$ cat src/rtl/ysyx_25020037_axi_rd_rsp.sv
`default_nettype none
// ============================================================================
// Module   : ysyx_25020037_axi_rd_rsp
// Brief    : AXI4 read-channel slave serving one burst at a time from a
//            word-wide synchronous memory port, with decode/slave error replies.
// Revision : 1.0
// ============================================================================
module ysyx_25020037_axi_rd_rsp #(
  parameter logic [31:0] MEM_BASE = 32'hA0000000,
  parameter logic [31:0] MEM_SIZE = 32'h02000000,
  parameter int          LATENCY  = 2
) (
  input  logic        clk,
  input  logic        rst,
  // AR channel
  input  logic        arvalid,
  output logic        arready,
  input  logic [31:0] araddr,
  input  logic [3:0]  arid,
  input  logic [7:0]  arlen,
  input  logic [2:0]  arsize,
  input  logic [1:0]  arburst,
  // R channel
  output logic        rvalid,
  input  logic        rready,
  output logic [31:0] rdata,
  output logic [1:0]  rresp,
  output logic        rlast,
  output logic [3:0]  rid,
  // memory port
  output logic        mem_en,
  output logic [31:0] mem_addr,
  input  logic [31:0] mem_rdata
);

  localparam logic [32:0] c_mem_end = {1'b0, MEM_BASE} + {1'b0, MEM_SIZE};
  localparam logic [3:0]  c_latency = 4'(LATENCY);
  localparam logic [1:0]  c_okay    = 2'b00;
  localparam logic [1:0]  c_slverr  = 2'b10;
  localparam logic [1:0]  c_decerr  = 2'b11;

  typedef enum logic [1:0] {
    S_IDLE  = 2'd0,
    S_WAIT  = 2'd1,
    S_FETCH = 2'd2,
    S_RESP  = 2'd3
  } state_t;

  state_t      r_state;
  state_t      w_next;
  logic [31:0] r_addr;
  logic [3:0]  r_id;
  logic [7:0]  r_len;
  logic [2:0]  r_size;
  logic [1:0]  r_burst;
  logic [7:0]  r_beat;
  logic [3:0]  r_wait;
  logic        r_dec;
  logic        r_fresh;
  logic [31:0] r_hold;

  logic        w_in_window;
  logic [32:0] w_addr_inc;
  logic        w_cross;
  logic        w_last;
  logic [1:0]  w_beat_resp;

  assign w_in_window = (araddr >= MEM_BASE) && ({1'b0, araddr} < c_mem_end);
  assign w_addr_inc  = {1'b0, r_addr} + 33'd4;
  assign w_cross     = (w_addr_inc >= c_mem_end);
  assign w_last      = (r_beat == r_len);
  // Decode errors are sticky and outrank the burst-wide size/type error.
  assign w_beat_resp = r_dec ? c_decerr :
                       ((r_size != 3'd2) || r_burst[1]) ? c_slverr : c_okay;

  always_ff @(posedge clk or posedge rst) begin
    if (rst) begin
      r_state <= S_IDLE;
      r_addr  <= '0;
      r_id    <= '0;
      r_len   <= '0;
      r_size  <= '0;
      r_burst <= '0;
      r_beat  <= '0;
      r_wait  <= '0;
      r_dec   <= 1'b0;
      r_fresh <= 1'b0;
      r_hold  <= '0;
    end else begin
      r_state <= w_next;
      case (r_state)
        S_IDLE: begin
          if (arvalid) begin
            r_addr  <= araddr;
            r_id    <= arid;
            r_len   <= arlen;
            r_size  <= arsize;
            r_burst <= arburst;
            r_beat  <= '0;
            r_wait  <= c_latency;
            r_dec   <= !w_in_window;
          end
        end
        S_WAIT: begin
          if (r_wait != 4'd0) r_wait <= r_wait - 4'd1;
        end
        S_FETCH: r_fresh <= 1'b1;
        S_RESP: begin
          // Memory data is only valid for one cycle; keep it for backpressure.
          if (r_fresh) begin
            r_hold  <= mem_rdata;
            r_fresh <= 1'b0;
          end
          if (rready && !w_last) begin
            r_beat <= r_beat + 8'd1;
            r_wait <= c_latency;
            if (r_burst == 2'b01) begin
              r_addr <= w_addr_inc[31:0];
              if (w_cross) r_dec <= 1'b1;
            end
          end
        end
        default: ;
      endcase
    end
  end

  always_comb begin
    w_next   = r_state;
    arready  = 1'b0;
    rvalid   = 1'b0;
    rlast    = 1'b0;
    rresp    = c_okay;
    rdata    = '0;
    rid      = r_id;
    mem_en   = 1'b0;
    mem_addr = '0;
    case (r_state)
      S_IDLE: begin
        arready = !rst;
        if (arvalid) w_next = S_WAIT;
      end
      S_WAIT: begin
        if (r_wait == 4'd0) w_next = S_FETCH;
      end
      S_FETCH: begin
        if (w_beat_resp == c_okay) begin
          mem_en   = 1'b1;
          mem_addr = {r_addr[31:2], 2'b00};
        end
        w_next = S_RESP;
      end
      S_RESP: begin
        rvalid = 1'b1;
        rlast  = w_last;
        rresp  = w_beat_resp;
        if (w_beat_resp == c_okay) rdata = r_fresh ? mem_rdata : r_hold;
        if (rready) w_next = w_last ? S_IDLE : S_WAIT;
      end
      default: w_next = S_IDLE;
    endcase
  end

endmodule
`default_nettype wire
$ cat config.mk
export PLATFORM = sky130hd
export DESIGN_NAME = ysyx_25020037_axi_rd_rsp
export DESIGN_NICKNAME = d
export VERILOG_FILES = /design/src/rtl/ysyx_25020037_axi_rd_rsp.sv
export SDC_FILE = /design/constraint.sdc
export NUM_CORES = 1
export LEC_CHECK = 0
export BUFFER_PORTS_ARGS = -buffer_cell sky130_fd_sc_hd__buf_2
export CAP_MARGIN = 40
export CORE_MARGIN = 1.5
export CORE_UTILIZATION = 45
export DETAILED_ROUTE_END_ITERATION = 10
export PLACE_DENSITY = 0.7
export SETUP_SLACK_MARGIN = 0.5
export SLEW_MARGIN = 20
export SYNTH_ARGS = -nofsm -noshare
export SYNTH_HDL_FRONTEND = slang
export SYNTH_SLANG_ARGS = --single-unit
export TNS_END_PERCENT = 100
$ cat constraint.sdc
create_clock -name clk -period 7.45 [get_ports clk]
set_input_delay 0.3725 -clock clk [delete_from_list [all_inputs] [get_ports clk]]
set_output_delay 0.3725 -clock clk [all_outputs]
set_load 0.01 [all_outputs]
# Yosys cells after proc, flatten, opt, wreduce, memory -nomap -nowiden
# Cells that the tools add are included.
[word_totals] mem_bits_rw=0 latchBits=0 input_bits=85 mem_count=0 elab_cells=84 rom_bits=0 reg_bits=97
[op_classes] reduce_logical=19 n_mux=35 shifts=0 bitwise_logic=0 mul=0 eq_ne=13 addsub=3 div_mod_pow=0 n_lt_le_gt_ge=3
[ops] cell="32-bit 2-to-1 mux" n=8
[ops] cell="32-bit case mux with 2 select lines" n=1
[ops] cell="32-bit by 3-bit adder with 33-bit output (second input constant)" n=1
[ops] cell="33-bit by 32-bit greater-or-equal comparator with 1-bit output (second input constant)" n=1
[ops] cell="32-bit greater-or-equal comparator (second input constant)" n=1
[ops] cell="32-bit less-than comparator (second input constant)" n=1
[ops] cell="8-bit 2-to-1 mux" n=2
[ops] cell="8-bit case mux with 2 select lines" n=1
[ops] cell="2-bit != test (second input constant)" n=7
[ops] cell="2-bit 2-to-1 mux" n=6
[ops] cell="4-bit 2-to-1 mux" n=3
[ops] cell="4-bit case mux with 3 select lines" n=1
[ops] cell="1-bit 2-to-1 mux" n=10
[ops] cell="8-bit by 1-bit adder with 8-bit output (second input constant)" n=1
[ops] cell="8-bit == test" n=1
[ops] cell="2-bit case mux with 4 select lines" n=1
[ops] cell="4-bit AND reduction" n=2
[ops] cell="3-bit AND reduction" n=2
[ops] cell="5-bit AND reduction" n=1
[ops] cell="2-bit by 1-bit == test with 1-bit output (second input constant)" n=2
[ops] cell="2-bit == test (second input constant)" n=2
[ops] cell="2-bit logical NOT" n=2
[ops] cell="4-bit logical NOT" n=1
[ops] cell="1-bit case mux with 2 select lines" n=2
[ops] cell="other kinds (9)" n=13

# Depth between registers and ports, before layout
[logic_depth] depth_word=7 ltp_mapped=9

# Worst setup path after synthesis
# Ideal clock, no wire load.
[synth_path] path_kind="flip-flop to output port" start="register r_state[0]" end="output port rdata[10]" arrival_time_ps=1796 required_time_ps=7078 path_slack_ps=5281 stages_incl_launch_ff=7 cell_sequence="dfrtp_1 ha_1 clkbuf_1 buf_1 nand2_1 buf_1 nor2_1"
[synth_between] elab_chain_len=2
[synth_rtl] element="from (decl)" line="49" rtl="state_t r_state;"
[synth_rtl] element="from (signal assigned)" line="90" rtl="r_state <= w_next;"
[synth_rtl] element="2-bit == test" line="138" rtl="case (r_state)"
[synth_rtl] element="32-bit 2-to-1 mux" line="138"
[synth_rtl] element="to (decl)" line="26" rtl="output logic [31:0] rdata,"
# No other way between the ends.

# Worst setup path after layout
[layout_path] start="register r_state[0]" end="register r_addr[9]"
[layout_between] elab_chain_len=3 word_cells_on_any_way=8 classes_between="eq/ne (4); mux (1); reduce/logical (3)"
[layout_rtl] element="2-bit == test or 2-bit logical NOT (tied branches)" line="91" rtl="case (r_state)"
[layout_rtl] element="2-bit != test (no line) or 2-bit nonzero test (tied branches)"
[layout_rtl] element="4-bit AND reduction (no line)"
[layout_rtl] element="to (signal assigned)" line="94" rtl="r_addr <= araddr;"
[layout_rtl] element="to (signal assigned)" line="118" rtl="r_addr <= w_addr_inc[31:0];"
[layout_rtl] element="to (decl)" line="51" rtl="logic [31:0] r_addr;"
# Parallel ways exist; a longest one is shown, timed or not.
# A chain may end at the register's enable or synchronous reset.

==> results_dict.tcl <==
set metrics [dict create \
    viasPerCell 5.69 \
    ant_nets 0 \
    tightest_slew_ns 0.906 \
    cap_violations 0 \
    n_antenna_cell 0 \
    r2r_start "r_state[0]" \
    finalWirelength_mm 14.7 \
    arrival_ns 2.94 \
    maxSlewViolCount 0 \
    rsz0062_at_grt "no" \
    first_pass_iters 6 \
    hold_path.class "in -> async" \
    synth_flop_cell "dfrtp_1" \
    die_h_um 116 \
    ctsResizeCount 0 \
    cts_setup_buffers 0 \
    drive_gt1_share_pct 33.0 \
    coreArea_um2 12500 \
    finalCriticalPeriod_ns 2.74 \
    hold_violations 0 \
    syn_inst 611 \
    final_area_um2 6930 \
    path_max_fanout 47 \
    synth-edff-count 0 \
    outcome "finished clean" \
    max_slew_margin_pct 39.2 \
    syn_avg_cell_area_um2 9.38 \
    wire_per_inst_um 16.0 \
    final-setup-viol-count 0 \
    synthToLayoutAreaGrowth_pct 20.9 \
    first_global_vias 4596 \
    fp.dieArea_um2 13400 \
    cts.sinks 95 \
    synth_seq_cells 95 \
    syn-cell-area_um2 5730 \
    timing.final.crit_share_pct 36.7 \
    startpoint "r_state[0]" \
    track_usage_pct 21.5 \
    power_mw 2.64 \
    worst_setup_path_start_kind "flip-flop" \
    fmax_mhz 365 \
    nNetsFinal 830 \
    post-route-drc-count 0 \
    hold_ws_ns 0.0303 \
    rows 41 \
    die_w_um 116 \
    grt-ovfl-total 0 \
    drt_iter0_markers 361 \
    critPathKind "reg -> reg" \
    globalplace.congestion 0.861 \
    clk_pin_slew_ns 0.07 \
    insertion_delay_ns 0.35 \
    max-vdd-ir-drop_mv 0.206 \
    port_buffers 154 \
    dr_total_vias 5202 \
    grt_max_degree 64 \
    cts_tree "done" \
    cts_buffer_depth 2 \
    yosysWarnings 0 \
    worst_clock_skew_ns 0.0106 \
    grt_pass1_wl_mm 22.6 \
    required_ns 7.65 \
    clockRootBuffer "clkbuf_16" \
    pin_count 159 \
    post_dp_cell_area_um2 6620 \
    async_reset_ff_share_pct 100 \
    dp_hpwl_mm 10.4 \
    numCtsBuffers 9 \
    antenna_found_initial 0 \
    fillCellCount 1180 \
    pwr_density_cell_nw_per_um2 382 \
    seq_area_frac_synth_pct 41.5 \
    htreeDepth 3 \
    leakagePower_nw 3.32 \
    finalSetupTns_ns 0 \
    worst_setup_path_end_kind "flip-flop" \
    initial_core_util_pct 45.8 \
    cts_hold_buffers 0 \
    yosysUniqueCellTypes 53 \
]
[registers in the layout, summed over array words and instances (netlist names)]
name / count
r_wait: 4
r_state: 2
r_hold: 32
rid: 4
r_len: 8
r_size: 3
r_dec: 1
r_burst: 2
r_beat: 8
r_addr: 30
r_fresh: 1
[per-layer routing]
metal / routed length, um / part of all wire (%) / vias to the layer above / global-route usage (%)
met3: 903 / 6.2 / 29 / 3.82
met1: 6600 / 45 / 2483 / 28.7
li1: - / - / 2477 / -
met5: 0 / 0 / - / 0
met2: 6730 / 46 / 213 / 33.8
met4: 416 / 2.8 / 0 / 10.9
[cell type report]
cell class | count | area [um^2] | share of cell area, %
Clock inverter | 4 | 30.0 | 0.433
Tap cell | 172 | 215 | 3.11
Timing Repair Buffer | 165 | 921 | 13.3
Inverter | 13 | 51.3 | 0.740
Clock buffer | 12 | 256 | 3.70
Multi-Input combinational cell | 453 | 3080 | 44.4
Sequential cell | 95 | 2380 | 34.3
[worst max-delay path: stages, from the launching register on]
cell and delay [ns]:
dfrtp_1 0.41, ha_2 0.19, buf_4 0.30, nand2b_1 0.19, and2_1 0.50, o21ai_1 0.37
buf_4 0.30, o21ai_0 0.23, a21oi_1 0.10
[layout by cell type, fill, tap and decap left out, types with 20 or more instances in the layout]
cell type  count
a21oi_1       34
and3_1        38
buf_2        154
dfrtp_1       94
mux2_2        49
mux2i_1       39
nand2_1       39
nand3_1       20
nor2_1        59
o21ai_0       34
o22ai_1       22
[report_power, final]
| group | internal [mW] | switching (mW) | leakage [nW] |
|---|---|---|---|
| registers | 0.771 | 0.263 | 1.14 |
| logic | 0.542 | 0.624 | 2.04 |
| clock network | 0.245 | 0.199 | 0.139 |
| total | 1.56 | 1.09 | 3.32 |
[worst paths after layout]
check | endpoint | slack [ns] | cells after the start
max | r_addr[9] | 4.71 | 8
min | r_hold[23] | 0.03 | 2
max reg2reg | r_addr[9] | 4.71 | 8
min reg2reg | r_hold[25] | 0.50 | 1
max in group asynchronous | r_addr[16] | 6.51 | 4
min in group clk | r_len[1] | 0.25 | 2
[per-stage QoR]
| step | util, % | worst slack (ns) | instances |
|---|---|---|---|
| finish | 55.4 | 4.71 | 914 |
| global route | 55.4 | 4.52 | 914 |
| CTS | 55.1 | 4.69 | 913 |
| detailed placement | 52.8 | 4.70 | 897 |
| global placement | 52.2 | 4.24 | 892 |
| floorplan | - | 4.60 | 612 |
[cell families after synthesis]
kind of cell	share of synthesized area, %
fa+ha+maj	1.75
flops	41.5
simple gates	19.1
compound gates	14.5
buf+inv	4.93
xor+xnor	1.68
mux	16.4
other cells	0.0654
[synthesized netlist by cell type (5+ instances only)]
master / instances / area (um^2)
a21oi_1: 34 / 170
xor2_1: 8 / 70.1
nand2b_1: 5 / 31.3
inv_1: 13 / 48.8
o21ai_0: 34 / 170
and3_1: 38 / 238
o2111ai_1: 9 / 78.8
ha_1: 8 / 100
clkbuf_1: 25 / 93.8
nand4_1: 11 / 68.8
mux2_2: 49 / 552
mux2i_1: 39 / 390
nor2_1: 59 / 221
buf_2: 9 / 45.0
nor3_1: 19 / 95.1
nor4_1: 5 / 31.3
nand2_1: 39 / 146
buf_1: 11 / 41.3
nand3_1: 20 / 100
dfrtp_1: 95 / 2380
o22ai_1: 22 / 138
(Power assumes the default switching activity.)
